## src/rtl/cnn_accel_pkg.sv

```systemverilog
// rtl/cnn_accel_pkg.sv - shared scheduler state encoding and block defaults
package cnn_accel_pkg;

    typedef enum logic [1:0] {
        ST_IDLE  = 2'd0,
        ST_RUN   = 2'd1,
        ST_DRAIN = 2'd2,
        ST_DONE  = 2'd3
    } sched_state_t;

    localparam int DEF_LANES      = 16;
    localparam int DEF_FIFO_DEPTH = 4;

    // Tag layout: bit 0 = last group of a pixel, bit 1 = last beat of the job
    localparam int TAG_W = 2;

endpackage

```

## src/rtl/sync_fifo_tagged.sv

```systemverilog
// rtl/sync_fifo_tagged.sv - output buffer holding rectified beats plus their tags
module sync_fifo_tagged
    import cnn_accel_pkg::*;
#(
    parameter int WIDTH = 8,
    parameter int DEPTH = DEF_FIFO_DEPTH
) (
    input  logic                           clk,
    input  logic                           rst,
    input  logic                           push,
    input  logic [WIDTH-1:0]               push_data,
    input  logic [TAG_W-1:0]               push_tags,
    input  logic                           pop,
    output logic [WIDTH-1:0]               pop_data,
    output logic [TAG_W-1:0]               pop_tags,
    output logic                           empty,
    output logic [$clog2(DEPTH+1)-1:0]     count
);

    localparam int AW = (DEPTH > 1) ? $clog2(DEPTH) : 1;
    localparam int CW = $clog2(DEPTH + 1);

    logic [WIDTH-1:0] data_mem [DEPTH];
    logic [TAG_W-1:0] tag_mem  [DEPTH];
    logic [AW-1:0]    wr_ptr;
    logic [AW-1:0]    rd_ptr;
    logic             full;
    logic             do_push;
    logic             do_pop;

    function automatic logic [AW-1:0] bump(input logic [AW-1:0] p);
        return (p == AW'(DEPTH - 1)) ? '0 : p + AW'(1);
    endfunction

    assign empty   = (count == '0);
    assign full    = (count == CW'(DEPTH));
    assign do_pop  = pop && !empty;
    // A pop in the same cycle frees the head slot, so push-while-full is fine then
    assign do_push = push && (!full || do_pop);

    always_ff @(posedge clk) begin
        if (rst) begin
            wr_ptr <= '0;
            rd_ptr <= '0;
            count  <= '0;
        end else begin
            if (do_push) wr_ptr <= bump(wr_ptr);
            if (do_pop)  rd_ptr <= bump(rd_ptr);
            if (do_push && !do_pop)      count <= count + CW'(1);
            else if (!do_push && do_pop) count <= count - CW'(1);
        end
    end

    always_ff @(posedge clk) begin
        if (do_push) begin
            data_mem[wr_ptr] <= push_data;
            tag_mem[wr_ptr]  <= push_tags;
        end
    end

    assign pop_data = empty ? '0 : data_mem[rd_ptr];
    assign pop_tags = empty ? '0 : tag_mem[rd_ptr];

    no_overflow: assert property (@(posedge clk) disable iff (rst) !(push && full && !pop));

endmodule

```

## src/rtl/conv2d_relu_sched.sv

```systemverilog
// rtl/conv2d_relu_sched.sv - credit-based scheduler feeding an external ReLU array into a tagged output buffer
module conv2d_relu_sched
    import cnn_accel_pkg::*;
#(
    parameter int DATA_WIDTH = 14,
    parameter int LANES      = DEF_LANES,
    parameter int RELU_LAT   = 1,
    parameter int FIFO_DEPTH = DEF_FIFO_DEPTH
) (
    input  logic                        clk,
    input  logic                        rst,
    input  logic                        start,
    input  logic [7:0]                  cfg_groups,
    input  logic [15:0]                 cfg_pixels,
    output logic                        busy,
    output logic                        done,
    input  logic                        in_valid,
    output logic                        in_ready,
    input  logic [DATA_WIDTH*LANES-1:0] in_data,
    output logic                        relu_en,
    output logic [DATA_WIDTH*LANES-1:0] relu_data,
    input  logic [DATA_WIDTH*LANES-1:0] relu_out,
    output logic                        out_valid,
    input  logic                        out_ready,
    output logic [DATA_WIDTH*LANES-1:0] out_data,
    output logic                        out_last_group,
    output logic                        out_last
);

    localparam int W  = DATA_WIDTH * LANES;
    localparam int CW = $clog2(FIFO_DEPTH + 1);

    sched_state_t   state;
    sched_state_t   state_next;
    logic [7:0]     groups_q;
    logic [15:0]    pixels_q;
    logic [7:0]     group_cnt;
    logic [15:0]    pixel_cnt;
    logic [W-1:0]   relu_hold;
    logic [RELU_LAT-1:0] dl_vld;
    logic [TAG_W-1:0]    dl_tag [RELU_LAT];
    logic [CW-1:0]  inflight;
    logic [CW-1:0]  fifo_count;
    logic [CW:0]    credit_used;
    logic           fifo_empty;
    logic [TAG_W-1:0] head_tags;
    logic           fire;
    logic           last_group;
    logic           last_beat;

    // Beats in the ReLU pipe still own a buffer slot, so they count against credit
    always_comb begin
        inflight = '0;
        for (int i = 0; i < RELU_LAT; i++) begin
            inflight = inflight + CW'(dl_vld[i]);
        end
    end

    assign credit_used = {1'b0, fifo_count} + {1'b0, inflight};
    assign in_ready    = (state == ST_RUN) && (credit_used < (CW+1)'(FIFO_DEPTH));
    assign fire        = in_valid && in_ready;
    assign last_group  = (group_cnt == groups_q - 8'd1);
    assign last_beat   = last_group && (pixel_cnt == pixels_q - 16'd1);
    assign relu_en     = fire;
    assign relu_data   = fire ? in_data : relu_hold;

    always_ff @(posedge clk) begin
        if (rst) state <= ST_IDLE;
        else     state <= state_next;
    end

    always_comb begin
        state_next = state;
        busy       = (state != ST_IDLE);
        done       = 1'b0;
        unique case (state)
            ST_IDLE: begin
                if (start) begin
                    if (cfg_groups == 8'd0 || cfg_pixels == 16'd0) state_next = ST_DONE;
                    else                                           state_next = ST_RUN;
                end
            end
            ST_RUN: begin
                if (fire && last_beat) state_next = ST_DRAIN;
            end
            ST_DRAIN: begin
                if (inflight == '0 && fifo_empty) state_next = ST_DONE;
            end
            ST_DONE: begin
                done       = 1'b1;
                state_next = ST_IDLE;
            end
            default: state_next = ST_IDLE;
        endcase
    end

    always_ff @(posedge clk) begin
        if (rst) begin
            groups_q  <= '0;
            pixels_q  <= '0;
            group_cnt <= '0;
            pixel_cnt <= '0;
            relu_hold <= '0;
        end else begin
            if (state == ST_IDLE && start) begin
                groups_q  <= cfg_groups;
                pixels_q  <= cfg_pixels;
                group_cnt <= '0;
                pixel_cnt <= '0;
            end else if (fire) begin
                if (last_group) begin
                    group_cnt <= '0;
                    pixel_cnt <= pixel_cnt + 16'd1;
                end else begin
                    group_cnt <= group_cnt + 8'd1;
                end
            end
            if (fire) relu_hold <= in_data;
        end
    end

    // Valid/tag shadow of the ReLU array; its tail lines up with relu_out
    always_ff @(posedge clk) begin
        if (rst) begin
            dl_vld <= '0;
            for (int i = 0; i < RELU_LAT; i++) dl_tag[i] <= '0;
        end else begin
            dl_vld[0] <= fire;
            dl_tag[0] <= {last_beat, last_group};
            for (int i = 1; i < RELU_LAT; i++) begin
                dl_vld[i] <= dl_vld[i-1];
                dl_tag[i] <= dl_tag[i-1];
            end
        end
    end

    sync_fifo_tagged #(
        .WIDTH (W),
        .DEPTH (FIFO_DEPTH)
    ) u_out_fifo (
        .clk       (clk),
        .rst       (rst),
        .push      (dl_vld[RELU_LAT-1]),
        .push_data (relu_out),
        .push_tags (dl_tag[RELU_LAT-1]),
        .pop       (out_valid && out_ready),
        .pop_data  (out_data),
        .pop_tags  (head_tags),
        .empty     (fifo_empty),
        .count     (fifo_count)
    );

    assign out_valid      = !fifo_empty;
    assign out_last_group = head_tags[0];
    assign out_last       = head_tags[1];

endmodule

```

## config.mk

```make
export PLATFORM = sky130hd
export DESIGN_NAME = conv2d_relu_sched
export DESIGN_NICKNAME = d
export VERILOG_FILES = /design/src/rtl/cnn_accel_pkg.sv /design/src/rtl/sync_fifo_tagged.sv /design/src/rtl/conv2d_relu_sched.sv
export SDC_FILE = /design/constraint.sdc
export NUM_CORES = 1
export LEC_CHECK = 0
export CORE_AREA = 2 2 361 363
export DETAILED_ROUTE_END_ITERATION = 10
export DIE_AREA = 0 0 363 365
export PLACE_DENSITY = 0.68
export SETUP_SLACK_MARGIN = 0.05
export SLEW_MARGIN = 20
export SYNTH_ARGS = -nofsm -noshare
export SYNTH_HDL_FRONTEND = slang
export SYNTH_SLANG_ARGS = --single-unit
```

## constraint.sdc

```tcl
create_clock -name clk -period 9 [get_ports clk]
set_input_delay 0.9 -clock clk [delete_from_list [all_inputs] [get_ports clk]]
set_output_delay 0.9 -clock clk [all_outputs]
set_load 0.01 [all_outputs]
```

==> key figures <==
Power and ir drop
  • Static leakage: 0.0207 µW
  • Cell Pwr Density: 259 nW/µm²
  • Register share of total power: 39.9%
  • Switching share of power: 29.2%
  • Net switching power: 4590 µW
  • Comb power frac: 29.5%
  • Peak supply drop: 228 µV
  • Internal Power: 11,100 µW
  • Clock share of power: 30.6%

Floorplanning
  • Site Rows: 132
  • Initial Util: 35.6%
  • # IOs: 932
  • Die height: 365 µm
  • Horiz. Die Dim: 363 µm
  • Core Box Area: 129,000 µm²
  • Die area: 132,000 µm²

Setup path
  • Worst setup SP type: flip-flop
  • R2r setup slk: 5.00 ns
  • Slowest CP cell: a311oi_1
  • CP Capture Type: primary output
  • CP Max Fanout: 127
  • Reg2reg start: state[1]
  • Largest stage delay, worst path: 0.63 ns
  • Critical path class: flip-flop to primary output
  • Required time of the critical path: 8.10 ns
  • Critical Path AT: 4.70 ns
  • Worst-path cell chain: inv_1 -> ha_1 -> inv_1 -> a311oi_1 -> nand2_4 -> inv_8 -> buf_12 -> nand2_1 -> nand2_1 -> clkdlybuf4s50_1
  • Crit. Startpoint: state[1]

Global route
  • Global-route wire length before repair: 192,000 µm
  • GR Overflow Total: 0
  • Largest net degree at the start of global routing: 169
  • Initial antenna violation count: 58
  • Vias in the first global route: 28,000
  • Global-route usage over all layers: 19.8%

Routing
  • DR pass1 iterations: 6
  • DRC: 0
  • Met1 Wirelength: 53,300 µm
  • Vias: 28,700
  • Met2 routed WL: 62,800 µm
  • Number of vias per cell: 4.98
  • Routed wire length: 137,000 µm
  • Routed wl met3: 14,200 µm
  • Detail Route Antenna Nets: 0
  • First DRT Iteration DRCs: 2,557
  • DR top layer: met5
  • Wire per inst: 23.9 µm

Synthesis
  • Post-synth top flop: edfxtp_1
  • Sequential element share of the synthesized area: 71.8%
  • Syn nets: 3,538
  • Area leader, netlist: edfxtp_1
  • Yosys reg bits: 1,190
  • Yosys warning count: 0
  • Largest cells by area after synthesis: edfxtp_1 59%, dfxtp_1 13%, mux4_2 11%
  • Netlist Area Pre-Place: 45,800 µm²
  • Synth unique cells: 53
  • Syn_area_per_cell: 15.0 µm²
  • Post-synth EDFFs: 904
  • Share of the synthesized area in the top cell type: 59.3%
  • Gate Count Post-Synth: 3,045
  • Ys async rst share: 0%

Timing
  • Setup TNS: 0 ns
  • Skew final: 0.0536 ns
  • Final period util: 62.2%
  • Worst slew margin: 30.0%
  • Slew Limit Fails: 0
  • Setup violators final: 0
  • Final hold violation count: 0
  • Worst hold slack: 0.461 ns
  • Worst-margin pin slew: 1.05 ns
  • Unrepaired setup endpoints after global routing: no
  • Fin crit period: 5.60 ns
  • Fmax: 179 MHz

CTS
  • Clock sinks: 1,190
  • Root Buffer: clkbuf_16
  • Worst-Skew Late Latency: 0.72 ns
  • Post-CTS resize count: 0
  • CTS H-tree lvls: 3
  • Setup Buffers After CTS: 0
  • Clk slew on worst S/H paths: 0.06 ns
  • Post-cts hold buffer count: 0
  • TritonCTS clock tree: yes
  • Longest Clk Path Bufs: 3
  • Num CTS Buffers: 121

Place
  • HPWL Detailed: 92,900 µm
  • Gpl congestion: 0.885
  • I/O Buffers: 931

Worst hold path
  • HP Start: relu_hold[47]
  • Hold Path Class: flip-flop to flip-flop

Layout
  • Layout area overhead: 32.6%
  • Final net count: 4,440
  • Layout cells sized above 1: 10.8%

Run status
  • Outcome: complete, no violations

Job
  • Max cap viols: 0
-- cells in the final DEF, fill, tap and decap left out, drive strengths merged, types with 5 or more instances in the layout --
master           n
a21oi          257
and2           234
and3             6
buf             21
bufinv           5
clkbuf         164
clkdlybuf4s50  930
clkinv          48
dfxtp          286
diode           28
edfxtp         904
ha              15
inv             20
mux2i            7
mux4           226
nand2          738
nand3           10
nand4           12
nor2            35
nor3             7
nor4            12
o21ai           11
or3              6
xnor2           21
xor2            31
-- path summary, 6_finish.rpt --
| path | end | depth (start not counted) |
|---|---|---|
| max | relu_data[95] | 10 |
| min | relu_hold[47] | 2 |
| max reg2reg | pixel_cnt[6] | 10 |
| min reg2reg | relu_hold[47] | 2 |
-- through the flow --
stage	power, µW	util (%)	instances	setup slack, ns	area (µm²)
floorplan	8590	-	3045	1.97	45800
global placement	11000	44.2	5499	4.28	56900
detailed placement	11000	44.2	5499	4.27	56900
CTS	15900	47.1	5721	3.45	60700
global route	16400	47.2	5741	3.19	60700
finish	15700	47.2	5749	3.40	60700
-- cell type report --
class | instances | area, µm²
Fill cell | 11200 | 67900
Clock buffer | 163 | 3280
Multi-Input combinational cell | 1667 | 12200
Inverter | 15 | 63.8
Antenna cell | 28 | 70.1
Clock inverter | 59 | 523
Sequential cell | 1190 | 32900
Timing Repair Buffer | 952 | 9610
Tap cell | 1675 | 2100
-- power groups by stage --
| stage | clock, µW | sequential, µW | combinational, µW |
|---|---|---|---|
| floorplan | 0 | 6350 | 2240 |
| global placement | 0 | 6390 | 4640 |
| detailed placement | 0 | 6400 | 4650 |
| CTS | 4920 | 6280 | 4680 |
| global route | 5130 | 6300 | 4940 |
| finish | 4810 | 6280 | 4630 |
-- sequential cells by signal, summed over array words and instances, names as in the netlist, 2 cells and up, named ones only --
name,count
groups_q,8
state,2
pixel_cnt,16
dl_tag,2
u_out_fifo.count,3
u_out_fifo.tag_mem,8
relu_hold,224
group_cnt,8
u_out_fifo.rd_ptr,2
u_out_fifo.data_mem,896
pixels_q,16
u_out_fifo.wr_ptr,2
-- routing by layer --
| metal | GRT usage, % | vias up |
|---|---|---|
| li1 | - | 13000 |
| met1 | 23.9 | 14200 |
| met2 | 30.5 | 1127 |
| met3 | 8.16 | 276 |
| met4 | 10.3 | 46 |
| met5 | 0.690 | - |
-- cells by family (layout without fill, tap and decap cells) --
| kind of cell | after synthesis | count (layout) | share of synthesized area (%) |
|---|---|---|---|
| simple gates | 1079 | 1079 | 10.6 |
| fa+ha+maj | 16 | 16 | 0.454 |
| buf+inv | 188 | 1189 | 1.57 |
| xor+xnor | 52 | 52 | 0.995 |
| other cells | 0 | 28 | 0 |
| mux | 234 | 234 | 11.3 |
| flops | 1190 | 1190 | 71.8 |
| compound gates | 286 | 286 | 3.27 |
-- cell usage after synthesis (2+ instances only) --
cell type and instances:
a21oi_1 257, a22oi_1 2, a311oi_1 2, and2_1 233, and3_1 6, and4_1 2, buf_1 34, buf_2 6
clkbuf_1 132, dfxtp_1 286, edfxtp_1 904, ha_1 15, inv_1 14, mux2i_1 7, mux4_2 226, nand2_1 738
nand2b_1 4, nand3_1 10, nand4_1 12, nor2_1 35, nor2b_1 4, nor3_1 7, nor4_1 8, nor4_2 3
nor4b_1 4, o21ai_0 10, o21bai_1 2, o31ai_1 2, or3_1 6, xnor2_1 21, xor2_1 31
-- worst max-delay path: cells and delay by family, from the launching register on --
family / cells / cell delay [ns]
buf+inv: 5 / 1.91
compound gates: 1 / 0.63
flops: 1 / 0.34
simple gates: 3 / 0.69
fa+ha+maj: 1 / 0.15
Note: power is estimated with default switching activity, not from simulation.
